### src/rtl/sc_game_pkg.sv
// Shared game constants: master state codes, end-game detector state codes
// and default lives count.
package sc_game_pkg;

    // Master game state machine encoding.
    localparam int         STATE_DATAWIDTH = 2;
    localparam logic [1:0] MS_AWAITSTART   = 2'd0;
    localparam logic [1:0] MS_STARTGAME    = 2'd1;
    localparam logic [1:0] MS_ENDGAME      = 2'd2;

    // End-game detector state encoding.
    localparam logic [1:0] ED_IDLE    = 2'd0;
    localparam logic [1:0] ED_ARMED   = 2'd1;
    localparam logic [1:0] ED_HOLDOFF = 2'd2;
    localparam logic [1:0] ED_DEAD    = 2'd3;

    // Lives granted at the start of each game.
    localparam int LIVES_INIT_DEFAULT = 3;

endpackage

### src/rtl/sc_endgame_detector_if.sv
// Signal bundle between the game master / collision logic (master side)
// and the end-game detector (slave side).
interface sc_endgame_detector_if #(
    parameter int LIVES_DATAWIDTH = 2
) ();
    import sc_game_pkg::*;

    logic [STATE_DATAWIDTH-1:0] SC_ENDGAME_DETECTOR_MasterState_In;
    logic                       SC_ENDGAME_DETECTOR_LoadSignal_In;
    logic                       SC_ENDGAME_DETECTOR_Collision_InLow;
    logic                       SC_ENDGAME_DETECTOR_GoalReached_InLow;
    logic                       SC_ENDGAME_DETECTOR_EndGameSignal_OutLow;
    logic [LIVES_DATAWIDTH-1:0] SC_ENDGAME_DETECTOR_Lives_Out;
    logic                       SC_ENDGAME_DETECTOR_Holdoff_Out;

    modport master (
        output SC_ENDGAME_DETECTOR_MasterState_In,
        output SC_ENDGAME_DETECTOR_LoadSignal_In,
        output SC_ENDGAME_DETECTOR_Collision_InLow,
        output SC_ENDGAME_DETECTOR_GoalReached_InLow,
        input  SC_ENDGAME_DETECTOR_EndGameSignal_OutLow,
        input  SC_ENDGAME_DETECTOR_Lives_Out,
        input  SC_ENDGAME_DETECTOR_Holdoff_Out
    );

    modport slave (
        input  SC_ENDGAME_DETECTOR_MasterState_In,
        input  SC_ENDGAME_DETECTOR_LoadSignal_In,
        input  SC_ENDGAME_DETECTOR_Collision_InLow,
        input  SC_ENDGAME_DETECTOR_GoalReached_InLow,
        output SC_ENDGAME_DETECTOR_EndGameSignal_OutLow,
        output SC_ENDGAME_DETECTOR_Lives_Out,
        output SC_ENDGAME_DETECTOR_Holdoff_Out
    );
endinterface

### src/rtl/sc_cycle_counter.sv
// Width/terminal-count parameterised cycle counter with synchronous clear,
// count enable and a terminal flag. Wraps to zero after the terminal count,
// so it never exceeds TERMINAL.
module sc_cycle_counter #(
    parameter int WIDTH    = 5,
    parameter int TERMINAL = 15
) (
    input  logic             clk_i,
    input  logic             rst_i,
    input  logic             clear_i,
    input  logic             enable_i,
    output logic [WIDTH-1:0] count_o,
    output logic             terminal_o
);
    localparam logic [WIDTH-1:0] TC = WIDTH'(TERMINAL);

    logic [WIDTH-1:0] count_q;
    logic [WIDTH-1:0] count_d;

    // Next count: clear wins over enable; wrap at terminal count.
    always_comb begin
        count_d = count_q;
        if (clear_i) begin
            count_d = '0;
        end else if (enable_i) begin
            if (count_q == TC) begin
                count_d = '0;
            end else begin
                count_d = count_q + WIDTH'(1);
            end
        end
    end

    // Count register with asynchronous reset.
    always_ff @(posedge clk_i or posedge rst_i) begin
        if (rst_i) begin
            count_q <= '0;
        end else begin
            count_q <= count_d;
        end
    end

    assign count_o    = count_q;
    assign terminal_o = (count_q == TC);

endmodule

### src/rtl/sc_endgame_detector.sv
// Lives and end-of-game controller. Counts lives down on collisions with a
// post-hit invulnerability window and pulls the active-low end-game request
// low once the last life is lost.
// Optional round time limit: define SC_ENDGAME_DETECTOR_ROUND_TIMEOUT_EN.
module sc_endgame_detector
    import sc_game_pkg::*;
#(
    parameter int LIVES_INIT        = LIVES_INIT_DEFAULT,
    parameter int LIVES_DATAWIDTH   = 2,
    parameter int HOLDOFF_CYCLES    = 16,
    parameter int HOLDOFF_DATAWIDTH = 5,
    parameter int ROUND_CYCLES      = 1024,
    parameter int ROUND_DATAWIDTH   = 10
) (
    input logic                  SC_ENDGAME_DETECTOR_CLOCK_50,
    input logic                  SC_ENDGAME_DETECTOR_RESET_InHigh,
    sc_endgame_detector_if.slave bus
);
    localparam logic [LIVES_DATAWIDTH-1:0] LIVES_RELOAD = LIVES_DATAWIDTH'(LIVES_INIT);
    localparam logic [LIVES_DATAWIDTH-1:0] LIVES_ONE    = LIVES_DATAWIDTH'(1);

    logic                       clk;
    logic                       rst;
    logic                       load;
    logic                       hit;
    logic [1:0]                 state_q;
    logic [1:0]                 state_d;
    logic [LIVES_DATAWIDTH-1:0] lives_q;
    logic [LIVES_DATAWIDTH-1:0] lives_d;
    logic                       in_play;
    logic                       hold_done;
    logic                       round_timeout;
    logic [HOLDOFF_DATAWIDTH-1:0] hold_count;

    assign clk     = SC_ENDGAME_DETECTOR_CLOCK_50;
    assign rst     = SC_ENDGAME_DETECTOR_RESET_InHigh;
    assign load    = bus.SC_ENDGAME_DETECTOR_LoadSignal_In;
    assign hit     = ~bus.SC_ENDGAME_DETECTOR_Collision_InLow;
    assign in_play = (state_q == ED_ARMED) || (state_q == ED_HOLDOFF);

    // Invulnerability window: runs only in HOLDOFF, cleared on abort so a
    // fresh game always starts from zero.
    sc_cycle_counter #(
        .WIDTH    (HOLDOFF_DATAWIDTH),
        .TERMINAL (HOLDOFF_CYCLES - 1)
    ) u_holdoff_cnt (
        .clk_i      (clk),
        .rst_i      (rst),
        .clear_i    ((state_q != ED_HOLDOFF) || !load),
        .enable_i   (state_q == ED_HOLDOFF),
        .count_o    (hold_count),
        .terminal_o (hold_done)
    );

`ifdef SC_ENDGAME_DETECTOR_ROUND_TIMEOUT_EN
    logic                       round_tc;
    logic [ROUND_DATAWIDTH-1:0] round_count;
    logic                       unused_round_count;

    // Round timer: runs while playing, restarted by every goal.
    sc_cycle_counter #(
        .WIDTH    (ROUND_DATAWIDTH),
        .TERMINAL (ROUND_CYCLES - 1)
    ) u_round_cnt (
        .clk_i      (clk),
        .rst_i      (rst),
        .clear_i    (!in_play || !load || !bus.SC_ENDGAME_DETECTOR_GoalReached_InLow),
        .enable_i   (in_play),
        .count_o    (round_count),
        .terminal_o (round_tc)
    );

    assign round_timeout      = round_tc && in_play;
    assign unused_round_count = ^round_count;
`else
    localparam int unused_round_cfg = ROUND_CYCLES + ROUND_DATAWIDTH;
    logic unused_goal;

    assign round_timeout = 1'b0;
    assign unused_goal   = bus.SC_ENDGAME_DETECTOR_GoalReached_InLow;
`endif

    logic unused_hold_count;
    assign unused_hold_count = ^hold_count;

    // Next state and lives: abort first, then collision/timeout, then
    // hold-off expiry. Lives reload on every entry into IDLE.
    always_comb begin
        state_d = state_q;
        lives_d = lives_q;
        case (state_q)
            ED_IDLE: begin
                lives_d = LIVES_RELOAD;
                if (load && (bus.SC_ENDGAME_DETECTOR_MasterState_In == MS_STARTGAME)) begin
                    state_d = ED_ARMED;
                end
            end
            ED_ARMED: begin
                if (!load) begin
                    state_d = ED_IDLE;
                    lives_d = LIVES_RELOAD;
                end else if (round_timeout || (hit && (lives_q <= LIVES_ONE))) begin
                    state_d = ED_DEAD;
                    lives_d = '0;
                end else if (hit) begin
                    state_d = ED_HOLDOFF;
                    lives_d = lives_q - LIVES_ONE;
                end
            end
            ED_HOLDOFF: begin
                if (!load) begin
                    state_d = ED_IDLE;
                    lives_d = LIVES_RELOAD;
                end else if (round_timeout) begin
                    state_d = ED_DEAD;
                    lives_d = '0;
                end else if (hold_done) begin
                    state_d = ED_ARMED;
                end
            end
            ED_DEAD: begin
                lives_d = '0;
                if (!load) begin
                    state_d = ED_IDLE;
                    lives_d = LIVES_RELOAD;
                end
            end
            default: begin
                state_d = ED_IDLE;
                lives_d = LIVES_RELOAD;
            end
        endcase
    end

    // State and lives registers with asynchronous reset.
    always_ff @(posedge clk or posedge rst) begin
        if (rst) begin
            state_q <= ED_IDLE;
            lives_q <= LIVES_RELOAD;
        end else begin
            state_q <= state_d;
            lives_q <= lives_d;
        end
    end

    assign bus.SC_ENDGAME_DETECTOR_EndGameSignal_OutLow = (state_q != ED_DEAD);
    assign bus.SC_ENDGAME_DETECTOR_Holdoff_Out          = (state_q == ED_HOLDOFF);
    assign bus.SC_ENDGAME_DETECTOR_Lives_Out            = lives_q;

endmodule

### src/flat_wrapper.sv
// flat-port wrapper written by rule: the top's interface ports become plain ports
module sc_endgame_detector_flat import sc_game_pkg::*;
#(
    parameter int LIVES_INIT        = LIVES_INIT_DEFAULT,
    parameter int LIVES_DATAWIDTH   = 2,
    parameter int HOLDOFF_CYCLES    = 16,
    parameter int HOLDOFF_DATAWIDTH = 5,
    parameter int ROUND_CYCLES      = 1024,
    parameter int ROUND_DATAWIDTH   = 10
)
  (SC_ENDGAME_DETECTOR_CLOCK_50, SC_ENDGAME_DETECTOR_RESET_InHigh, bus_SC_ENDGAME_DETECTOR_MasterState_In, bus_SC_ENDGAME_DETECTOR_LoadSignal_In, bus_SC_ENDGAME_DETECTOR_Collision_InLow, bus_SC_ENDGAME_DETECTOR_GoalReached_InLow, bus_SC_ENDGAME_DETECTOR_EndGameSignal_OutLow, bus_SC_ENDGAME_DETECTOR_Lives_Out, bus_SC_ENDGAME_DETECTOR_Holdoff_Out);
  sc_endgame_detector_if #(.LIVES_DATAWIDTH(LIVES_DATAWIDTH)) bus_i ();
  input logic SC_ENDGAME_DETECTOR_CLOCK_50;
  input logic SC_ENDGAME_DETECTOR_RESET_InHigh;
  input wire logic [$bits(bus_i.SC_ENDGAME_DETECTOR_MasterState_In)-1:0] bus_SC_ENDGAME_DETECTOR_MasterState_In;
  input wire logic [$bits(bus_i.SC_ENDGAME_DETECTOR_LoadSignal_In)-1:0] bus_SC_ENDGAME_DETECTOR_LoadSignal_In;
  input wire logic [$bits(bus_i.SC_ENDGAME_DETECTOR_Collision_InLow)-1:0] bus_SC_ENDGAME_DETECTOR_Collision_InLow;
  input wire logic [$bits(bus_i.SC_ENDGAME_DETECTOR_GoalReached_InLow)-1:0] bus_SC_ENDGAME_DETECTOR_GoalReached_InLow;
  output wire logic [$bits(bus_i.SC_ENDGAME_DETECTOR_EndGameSignal_OutLow)-1:0] bus_SC_ENDGAME_DETECTOR_EndGameSignal_OutLow;
  output wire logic [$bits(bus_i.SC_ENDGAME_DETECTOR_Lives_Out)-1:0] bus_SC_ENDGAME_DETECTOR_Lives_Out;
  output wire logic [$bits(bus_i.SC_ENDGAME_DETECTOR_Holdoff_Out)-1:0] bus_SC_ENDGAME_DETECTOR_Holdoff_Out;
  assign bus_i.SC_ENDGAME_DETECTOR_MasterState_In = bus_SC_ENDGAME_DETECTOR_MasterState_In;
  assign bus_i.SC_ENDGAME_DETECTOR_LoadSignal_In = bus_SC_ENDGAME_DETECTOR_LoadSignal_In;
  assign bus_i.SC_ENDGAME_DETECTOR_Collision_InLow = bus_SC_ENDGAME_DETECTOR_Collision_InLow;
  assign bus_i.SC_ENDGAME_DETECTOR_GoalReached_InLow = bus_SC_ENDGAME_DETECTOR_GoalReached_InLow;
  assign bus_SC_ENDGAME_DETECTOR_EndGameSignal_OutLow = bus_i.SC_ENDGAME_DETECTOR_EndGameSignal_OutLow;
  assign bus_SC_ENDGAME_DETECTOR_Lives_Out = bus_i.SC_ENDGAME_DETECTOR_Lives_Out;
  assign bus_SC_ENDGAME_DETECTOR_Holdoff_Out = bus_i.SC_ENDGAME_DETECTOR_Holdoff_Out;
  sc_endgame_detector #(.LIVES_INIT(LIVES_INIT), .LIVES_DATAWIDTH(LIVES_DATAWIDTH), .HOLDOFF_CYCLES(HOLDOFF_CYCLES), .HOLDOFF_DATAWIDTH(HOLDOFF_DATAWIDTH), .ROUND_CYCLES(ROUND_CYCLES), .ROUND_DATAWIDTH(ROUND_DATAWIDTH)) u_core (.SC_ENDGAME_DETECTOR_CLOCK_50(SC_ENDGAME_DETECTOR_CLOCK_50), .SC_ENDGAME_DETECTOR_RESET_InHigh(SC_ENDGAME_DETECTOR_RESET_InHigh), .bus(bus_i));
endmodule
### config.mk
export PLATFORM = sky130hd
export DESIGN_NAME = sc_endgame_detector_flat
export DESIGN_NICKNAME = d
export VERILOG_FILES = /design/src/rtl/sc_game_pkg.sv /design/src/rtl/sc_endgame_detector_if.sv /design/src/rtl/sc_cycle_counter.sv /design/src/rtl/sc_endgame_detector.sv /design/src/flat_wrapper.sv
export SDC_FILE = /design/constraint.sdc
export NUM_CORES = 1
export LEC_CHECK = 0
export BUFFER_PORTS_ARGS = -buffer_cell sky130_fd_sc_hd__clkbuf_2
export CAP_MARGIN = 40
export CELL_PAD_IN_SITES_DETAIL_PLACEMENT = 1
export CELL_PAD_IN_SITES_GLOBAL_PLACEMENT = 2
export CORE_MARGIN = 5
export CORE_UTILIZATION = 30
export DETAILED_ROUTE_END_ITERATION = 12
export PLACE_DENSITY_LB_ADDON = 0.1
export SLEW_MARGIN = 20
export SYNTH_ARGS = -nofsm -noshare
export SYNTH_HDL_FRONTEND = slang
export SYNTH_HIERARCHICAL = 1
export SYNTH_SLANG_ARGS = --single-unit
### constraint.sdc
create_clock -name SC_ENDGAME_DETECTOR_CLOCK_50 -period 1.75 [get_ports SC_ENDGAME_DETECTOR_CLOCK_50]
set_input_delay 0.0875 -clock SC_ENDGAME_DETECTOR_CLOCK_50 [delete_from_list [all_inputs] [get_ports SC_ENDGAME_DETECTOR_CLOCK_50]]
set_output_delay 0.0875 -clock SC_ENDGAME_DETECTOR_CLOCK_50 [all_outputs]
set_load 0.02 [all_outputs]
==> results by group, run 1 <==
Outcome
  • Status: finished clean

Setup path
  • Slowest Stage Delay on Critical Path: 0.50 ns
  • Crit path depth: 2
  • Worst Path Max Fanout: 10
  • Critical path, cell by cell: and2b_1 > clkbuf_2
  • R2r setup slk: 0.33 ns
  • Worst reg2reg endpoint: u_core/bus.SC_ENDGAME_DETECTOR_Lives_Out[0]$_DFFE_PP1P_
  • Worst path arrival time: 1.33 ns
  • R2r worst-path depth: 5
  • End of the critical path: bus_SC_ENDGAME_DETECTOR_Holdoff_Out
  • Critical Path Start Type: register
  • Endpoint kind of the worst setup timing path: primary output
  • Origin of the critical flop-to-flop path: u_core/bus.SC_ENDGAME_DETECTOR_Lives_Out[1]$_DFFE_PP1P_
  • Critical path required time: 1.66 ns
  • WS Path Type: register to primary output
  • CP bufs+invs: 1
  • Worst Setup SP: u_core/state_q[1]$_DFFE_PP0P_
  • Slowest-stage cell, CP: dfrtp_1
  • Worst path top cell family by delay: flip-flops

Pwr
  • Tot Pwr: 0.000445 W
  • Switching share of power: 26.4%
  • Leakage: 0.301 nW
  • P_sw: 0.000117 W
  • Int Power: 0.000327 W
  • Pwr per Cell Area: 715 mW/mm^2
  • Clock Power Share: 37.0%
  • Worst vdd ir: 0.000301 V
  • Part of the power in registers: 49.5%
  • Proportion of power drawn by combinational gates: 13.4%

Logic synthesis
  • Syn. warnings: 6
  • Synth Register Bits: 9
  • Sequential area share after synthesis: 43.5%
  • Mapped Nets: 63
  • Top cell type's share of synthesized area: 33.5%
  • Post-synth top area cell: dfrtp_1
  • Synth cell types: 28
  • Synth area leaders: dfrtp_1 (33%), dfstp_2 (10%), inv_1 (5.0%), ha_1 (4.8%), nand2b_1 (4.8%)
  • Synth Instances: 54
  • Cell area after synthesis: 523 sq um
  • Average size of a mapped cell: 9.69 sq um

STA
  • Max transition margin: 80.3%
  • Setup Viol. Count Final: 0
  • Worst-margin pin slew: 0.292 ns
  • Final worst path period share: 81.3%
  • Max-slew violations: 0
  • PnR worst setup slack: 0.328 ns
  • Final Skew: 0.00385 ns
  • Hold_ws: 0.0548 ns
  • Unrepaired setup endpoints after global routing: false
  • Fmax: 703 MHz
  • Min Tclk post-route: 1.42 ns
  • Final hold viol count: 0
  • Setup_tns: 0 ns

Worst hold path
  • Worst min path class: input pin to register
  • WHS Path Cells: 2

Drt
  • WL final: 1180 um
  • DR vias/cell: 5.24
  • Routed via count: 445
  • Routed WL per cell: 13.8 um
  • Drt drc: 0
  • Number of DRC markers in iteration 0: 2
  • Drt first pass iters: 2
  • Final ANT Viol Nets: 0

Clock tree
  • CTS buffer count: 3
  • Sink Count: 9
  • Cts repair resizes: 0
  • Clock root buffer: clkbuf_4
  • CTS max path bufs: 2
  • Clock Latency Late Sink: 0.26 ns
  • CTS tree: yes
  • H-tree depth: 1
  • Setup Buffers After CTS: 0
  • CTS clk-pin slew, worst paths: 0.07 ns

Floorplan
  • Row cnt: 15
  • Io pins: 11
  • Die span in y: 51.8 um
  • Initial Utilization: 31.0%
  • Core box area: 0.00169 sq mm
  • Die X: 51.8 um
  • Die area: 0.00268 sq mm

Final layout
  • NumNets Final: 78
  • Diodes inserted: 0
  • Commonest cells after routing, fill and taps aside: clkbuf_2 (9), inv_1 (7), dfrtp_1 (7)
  • Leading cell type in the layout, fill and taps excluded: clkbuf_2
  • Fin util: 36.8%
  • Layout cells sized above 1: 26.5%
  • Syn-to-layout area delta: 18.9%

Place
  • DP HPWL: 913 um
  • RD Place Congestion: 0.692
  • Pre-CTS setup slack: 0.331 ns
  • PortBufs: 9

GRT
  • GRT Resource Usage Total: 10.4%
  • Vias in the first global route: 466
  • Overflow after GRT: 0
  • Initial antenna violation count: 0
  • First-pass GRT wire length: 2050 um
  • Largest net degree at the start of global routing: 11

Job
  • Max-cap violations: 0
-- flip-flops by register name, indices dropped and copies added (netlist names) --
name                                      count
u_core/state_q                                2
u_core/bus.SC_ENDGAME_DETECTOR_Lives_Out      2
u_core/u_holdoff_cnt/count_o                  5
-- worst min path at each step --
stage / end / from
2_1_floorplan: u_core/state_q[0]$_DFFE_PP0P_ / SC_ENDGAME_DETECTOR_RESET_InHigh
5_1_grt: u_core/bus.SC_ENDGAME_DETECTOR_Lives_Out[0]$_DFFE_PP1P_ / bus_SC_ENDGAME_DETECTOR_LoadSignal_In
3_5_place_dp: u_core/state_q[1]$_DFFE_PP0P_ / SC_ENDGAME_DETECTOR_RESET_InHigh
6_report: u_core/bus.SC_ENDGAME_DETECTOR_Lives_Out[0]$_DFFE_PP1P_ / bus_SC_ENDGAME_DETECTOR_LoadSignal_In
4_1_cts: u_core/bus.SC_ENDGAME_DETECTOR_Lives_Out[0]$_DFFE_PP1P_ / bus_SC_ENDGAME_DETECTOR_LoadSignal_In
3_3_place_gp: u_core/state_q[1]$_DFFE_PP0P_ / SC_ENDGAME_DETECTOR_RESET_InHigh
-- Yosys cell counts --
cell type	instances
a211oi_1	1
nand2_1	5
a311oi_1	1
nand4b_1	1
buf_6	1
ha_1	2
a21o_1	1
nand2b_1	4
and2b_1	1
nor2_1	2
dfstp_2	2
nor4b_1	1
a21oi_1	4
xor2_1	1
dfrtp_1	7
a41oi_1	1
a221oi_2	1
inv_1	7
o21ai_0	1
o311ai_0	1
nand3_1	2
a31oi_1	1
nand4_1	1
nand3b_1	1
and3b_1	1
a21oi_2	1
o31ai_1	1
nor2_4	1
-- routing by layer --
metal  global-route usage (%)  routed length [um]  vias up  part of all wire (%)
met2                     16.3                 576        6                    49
li1                         -                   -      220                     -
met1                     12.7                 554      219                    47
met4                     6.55                   0        0                     0
met5                        0                   0        -                     0
met3                     2.58                  46        0                   3.9
-- logic make-up after synthesis --
family | Yosys count | synth area share, %
and+or+nand+nor | 20 | 23.0
AOI/OAI and AO/OA | 14 | 19.9
DFF | 9 | 43.5
buffers and inverters | 8 | 7.18
adders and majority gates | 2 | 4.78
xor gates and xnor gates | 1 | 1.67
-- cell type report --
cell class	count	area (sq um)
timing repair buffer	11	62.6
tap	17	21.3
multi-input combinational	37	258
inverter	7	26.3
clock buffer	4	26.3
sequential	9	228
fill	204	1070
-- power groups by stage --
stage	clock [W]	combinational, W	sequential, W
6_report	0.000165	0.0000597	0.000220
5_1_grt	0.000185	0.0000672	0.000221
4_1_cts	0.000176	0.0000613	0.000221
3_5_place_dp	0	0.0000594	0.000224
3_3_place_gp	0	0.0000589	0.000224
2_1_floorplan	0	0.0000399	0.000224
-- per-stage QoR --
stage,area (sq um),instances
4_1_cts,622,85
5_1_grt,622,85
3_5_place_dp,586,80
3_3_place_gp,586,80
2_1_floorplan,523,54
6_report,622,85
-- repair_timing --
action,4_1_cts,5_1_grt
setup endpoints to repair,0,0
endpoints found under the hold margin,9,0
hold buffers,1,0
-- worst reg2reg max path, stage by stage, from the launching register on --
cell and delay [ns]:
dfstp_2 0.53, inv_1 0.07, ha_1 0.22, nor4b_1 0.28
a211oi_1 0.09, a31oi_1 0.15
Note: power is estimated with default switching activity, not from simulation.
==> inputs of run 2 (changes only) <==
--- a/config.mk
+++ b/config.mk
@@ -5,12 +5,13 @@
 export SDC_FILE = /design/constraint.sdc
 export NUM_CORES = 1
 export LEC_CHECK = 0
+export ABC_AREA = 1
 export BUFFER_PORTS_ARGS = -buffer_cell sky130_fd_sc_hd__clkbuf_2
 export CAP_MARGIN = 40
 export CELL_PAD_IN_SITES_DETAIL_PLACEMENT = 1
 export CELL_PAD_IN_SITES_GLOBAL_PLACEMENT = 2
 export CORE_MARGIN = 5
-export CORE_UTILIZATION = 30
+export CORE_UTILIZATION = 25
 export DETAILED_ROUTE_END_ITERATION = 12
 export PLACE_DENSITY_LB_ADDON = 0.1
 export SLEW_MARGIN = 20
==> constraint.sdc (replaced) <==
create_clock -name SC_ENDGAME_DETECTOR_CLOCK_50 -period 1.2 [get_ports SC_ENDGAME_DETECTOR_CLOCK_50]
set_input_delay 0.06 -clock SC_ENDGAME_DETECTOR_CLOCK_50 [delete_from_list [all_inputs] [get_ports SC_ENDGAME_DETECTOR_CLOCK_50]]
set_output_delay 0.06 -clock SC_ENDGAME_DETECTOR_CLOCK_50 [all_outputs]
set_load 0.02 [all_outputs]
==> results by group, run 2 <==
STA
  • Worst-margin pin slew: 0.224 ns (was 0.292 ns)
  • Unrepaired setup endpoints after global routing: true (was false)
  • Final hold viol count: 0 (unchanged)
  • Min Tclk post-route: 1.22 ns
  • Max transition margin: 85.0% (was 80.3%)
  • Setup_tns: -0.0189 ns (was 0 ns)
  • Fmax: 820 MHz
  • Max-slew violations: 0 (unchanged)
  • PnR worst setup slack: -0.0189 ns (was 0.328 ns)
  • Final worst path period share: 102%
  • Setup Viol. Count Final: 1 (was 0)
  • Final Skew: 0.00696 ns (was 0.00385 ns)

Worst hold path
  • Worst min path class: input pin to register (unchanged)
  • WHS Path Cells: 3 (was 2)

Final layout
  • Commonest cells after routing, fill and taps aside: nand2_1 (34), buf_4 (13), inv_1 (9) (was clkbuf_2 (9), inv_1 (7), dfrtp_1 (7))
  • Max reg flops: 5 (unchanged)
  • Syn-to-layout area delta: 47.1% (was 18.9%)
  • Fillers: 284 (was 204)
  • NumNets Final: 123 (was 78)
  • Post-route cell area: 856 sq um (was 622 sq um)
  • Cell Count, Final, Fillers Out: 141 (was 85)
  • Leading cell type in the layout, fill and taps excluded: nand2_1 (was clkbuf_2)
  • Diodes inserted: 0 (unchanged)
  • Layout cells sized above 1: 39.8% (was 26.5%)

Setup path
  • CP bufs+invs: 1 (unchanged)
  • Critical path, cell by cell: inv_4 > ha_4 > nor2_4 > nor2_2 > o21bai_1 > nand2_1 > nand2_1 (was and2b_1 > clkbuf_2)
  • Worst path top cell family by delay: flip-flops (unchanged)
  • Endpoint kind of the worst setup timing path: register (was primary output)
  • Crit path depth: 7 (was 2)
  • R2r worst-path depth: 7 (was 5)
  • Slowest-stage cell, CP: dfstp_2 (was dfrtp_1)
  • Critical Path Start Type: register (unchanged)
  • Most frequent CP cell: nand2_1
  • WS Path Type: register to register (was register to primary output)
  • Critical path required time: 1.40 ns (was 1.66 ns)
  • Worst path arrival time: 1.42 ns (was 1.33 ns)
  • Slowest Stage Delay on Critical Path: 0.56 ns (was 0.50 ns)
  • Worst Path Max Fanout: 2 (was 10)

Logic synthesis
  • Sequential area share after synthesis: 39.1% (was 43.5%)
  • Mapped Nets: 95 (was 63)
  • Cell area after synthesis: 582 sq um (was 523 sq um)
  • Top cell type's share of synthesized area: 30.1% (was 33.5%)
  • Synth area leaders: dfrtp_1 (30%), nand2_1 (23%), dfstp_2 (9.0%), inv_1 (6.5%), nor2_1 (4.5%) (was dfrtp_1 (33%), dfstp_2 (10%), inv_1 (5.0%), ha_1 (4.8%), nand2b_1 (4.8%))
  • Average size of a mapped cell: 6.77 sq um (was 9.69 sq um)
  • Synth async-reset ratio: 100% (unchanged)
  • Post-synth EDFFs: 0 (unchanged)
  • Synth Register Bits: 9 (unchanged)
  • Post-synth top area cell: dfrtp_1 (unchanged)
  • Commonest cells post-synth: nand2_1 (35), inv_1 (10), dfrtp_1 (7), nor2_1 (7), nand3_1 (4) (was dfrtp_1 (7), inv_1 (7), nand2_1 (5))
  • Syn. warnings: 6 (unchanged)
  • Count leader, synth: nand2_1
  • Synth Instances: 86 (was 54)
  • Synth cell types: 19 (was 28)
  • Synth Flop Type: dfrtp_1 (unchanged)

Clock tree
  • Clock Latency Late Sink: 0.27 ns (was 0.26 ns)
  • Clock root buffer: clkbuf_4 (unchanged)
  • CTS tree: yes (unchanged)
  • H-tree depth: 1 (unchanged)
  • Sink Count: 9 (unchanged)
  • CTS buffer count: 3 (unchanged)
  • CTS max path bufs: 2 (unchanged)
  • CTS clk-pin slew, worst paths: 0.07 ns (about the same)

Floorplan
  • Die X: 58.2 um (was 51.8 um)
  • Die span in y: 58.2 um (was 51.8 um)
  • Row cnt: 17 (was 15)
  • Core box area: 0.00221 sq mm (was 0.00169 sq mm)
  • Initial Utilization: 26.3% (was 31.0%)
  • Die area: 0.00339 sq mm (was 0.00268 sq mm)
  • Io pins: 11 (unchanged)

Pwr
  • Int Power: 0.000869 W (was 0.000327 W)
  • Leakage: 0.451 nW (was 0.301 nW)
  • Worst vdd ir: 0.000624 V (was 0.000301 V)
  • Pwr per Cell Area: 1770 mW/mm^2 (was 715 mW/mm^2)
  • Proportion of power drawn by combinational gates: 53.1% (was 13.4%)
  • P_sw: 0.000642 W (was 0.000117 W)
  • Switching share of power: 42.5% (was 26.4%)
  • Clock Power Share: 15.9% (was 37.0%)
  • Part of the power in registers: 31.0% (was 49.5%)

Outcome
  • Status: finished with violations (was finished clean)
  • Failing checks: negative setup slack

Drt
  • Drt drc: 0 (unchanged)
  • Drt first pass iters: 4 (was 2)
  • Routed WL per cell: 11.6 um (was 13.8 um)
  • Number of DRC markers in iteration 0: 22 (was 2)
  • WL final: 1630 um (was 1180 um)
  • DR vias/cell: 4.38 (was 5.24)
  • Routed via count: 617 (was 445)
  • Final ANT Viol Nets: 0 (unchanged)

Place
  • Placed Cells: 132 (was 80)
  • Area after DPL: 744 sq um (was 586 sq um)
  • PortBufs: 9 (unchanged)
  • DP HPWL: 1310 um (was 913 um)
  • RD Place Congestion: 0.679 (was 0.692)

GRT
  • Vias in the first global route: 599 (was 466)
  • Overflow after GRT: 0 (unchanged)
  • GRT Resource Usage Total: 10.4% (about the same)
  • Largest net degree at the start of global routing: 7 (was 11)
  • First-pass GRT wire length: 2630 um (was 2050 um)
  • Initial antenna violation count: 0 (unchanged)

Job
  • Max-cap violations: 0 (unchanged)
[run 2: cell types whose count changed in the layout (fill, tap and decap cells not counted), sizes merged, moves of 2 or more]
cell    before  now
a21oi        5    2
buf          1   15
clkbuf      13   11
inv          7   12
nand2        5   37
nand2b       4    0
nand3        2    4
nor2         3   11
[run 2: power by group through the flow]
stage,clock (W),combinational [W],sequential [W]
after global routing,0.000267,0.000899,0.000474
final,0.000241,0.000802,0.000468
after CTS,0.000258,0.000745,0.000459
after global placement,0,0.000717,0.000452
after detailed placement,0,0.000726,0.000458
after floorplan,0,0.000379,0.000507
[run 2: final timing paths]
check / startpoint / end / slack, ns
max: u_core/bus.SC_ENDGAME_DETECTOR_Lives_Out[1]$_DFFE_PP1P_ / u_core/bus.SC_ENDGAME_DETECTOR_Lives_Out[1]$_DFFE_PP1P_ / -0.02
min: bus_SC_ENDGAME_DETECTOR_LoadSignal_In / u_core/u_holdoff_cnt/count_o[2]$_DFFE_PP0P_ / 0.17
max reg2reg: u_core/bus.SC_ENDGAME_DETECTOR_Lives_Out[1]$_DFFE_PP1P_ / u_core/bus.SC_ENDGAME_DETECTOR_Lives_Out[1]$_DFFE_PP1P_ / -0.02
min reg2reg: u_core/u_holdoff_cnt/count_o[4]$_DFFE_PP0P_ / u_core/u_holdoff_cnt/count_o[4]$_DFFE_PP0P_ / 0.52
max in group asynchronous: SC_ENDGAME_DETECTOR_RESET_InHigh / u_core/bus.SC_ENDGAME_DETECTOR_Lives_Out[0]$_DFFE_PP1P_ / 0.74
min in group asynchronous: SC_ENDGAME_DETECTOR_RESET_InHigh / u_core/state_q[0]$_DFFE_PP0P_ / 0.22
[run 2: area by class of cell]
type | instances | area (sq um) | area share, %
repair buffers | 23 | 159 | 18.6
flip-flops and latches | 9 | 229 | 26.8
multi-input cells | 64 | 355 | 41.5
clock buffers | 4 | 26.3 | 3.07
inverters | 13 | 51.3 | 5.99
well taps | 28 | 35.0 | 4.09
[run 2: through the flow]
step	power, W	setup slack, ns	util, %	hold slack (ns)
final	0.00151	-0.0189	38.7	0.165
after detailed placement	0.00118	-0.0295	33.7	-0.0485
after CTS	0.00146	-0.0107	36.2	0.152
after global routing	0.00164	-0.0688	38.7	0.193
after floorplan	0.000886	-0.0224	-	-0.175
after global placement	0.00117	-0.0211	33.7	-0.0475
[run 2: metal layers]
metal	vias to the layer above	GRT usage [%]	wire length [um]
met1	286	11.9	696
li1	319	-	-
met4	0	5.96	31
met3	3	2.45	69
met5	-	0	0
met2	9	17.7	833
[run 2: worst register-to-register path: cells and delay by family, from the launching register on]
kind                       cells  cell delay [ns]
buffers and inverters          1             0.05
and+or+nand+nor                4             0.26
AOI/OAI and AO/OA              1             0.14
DFF                            1             0.56
adders and majority gates      1             0.15
[run 2: repair_timing]
| item | 4_1_cts | 5_1_grt |
|---|---|---|
| resized for setup | 3 | 12 |
| setup endpoints to repair | 6 | 9 |
| hold buffers | 1 | 0 |
| endpoints found under the hold margin | 9 | 0 |
| buffers inserted | 1 | 3 |
| pin swaps | 3 | 5 |
[run 2: kinds of logic (layout without fill, tap and decap cells)]
kind of cell | after synthesis | after routing | share of synthesized area (%)
buf+inv | 13 | 40 | 8.39
compound gates | 5 | 5 | 4.73
fa+ha+maj | 2 | 2 | 4.30
simple gates | 57 | 57 | 43.4
flops | 9 | 9 | 39.1
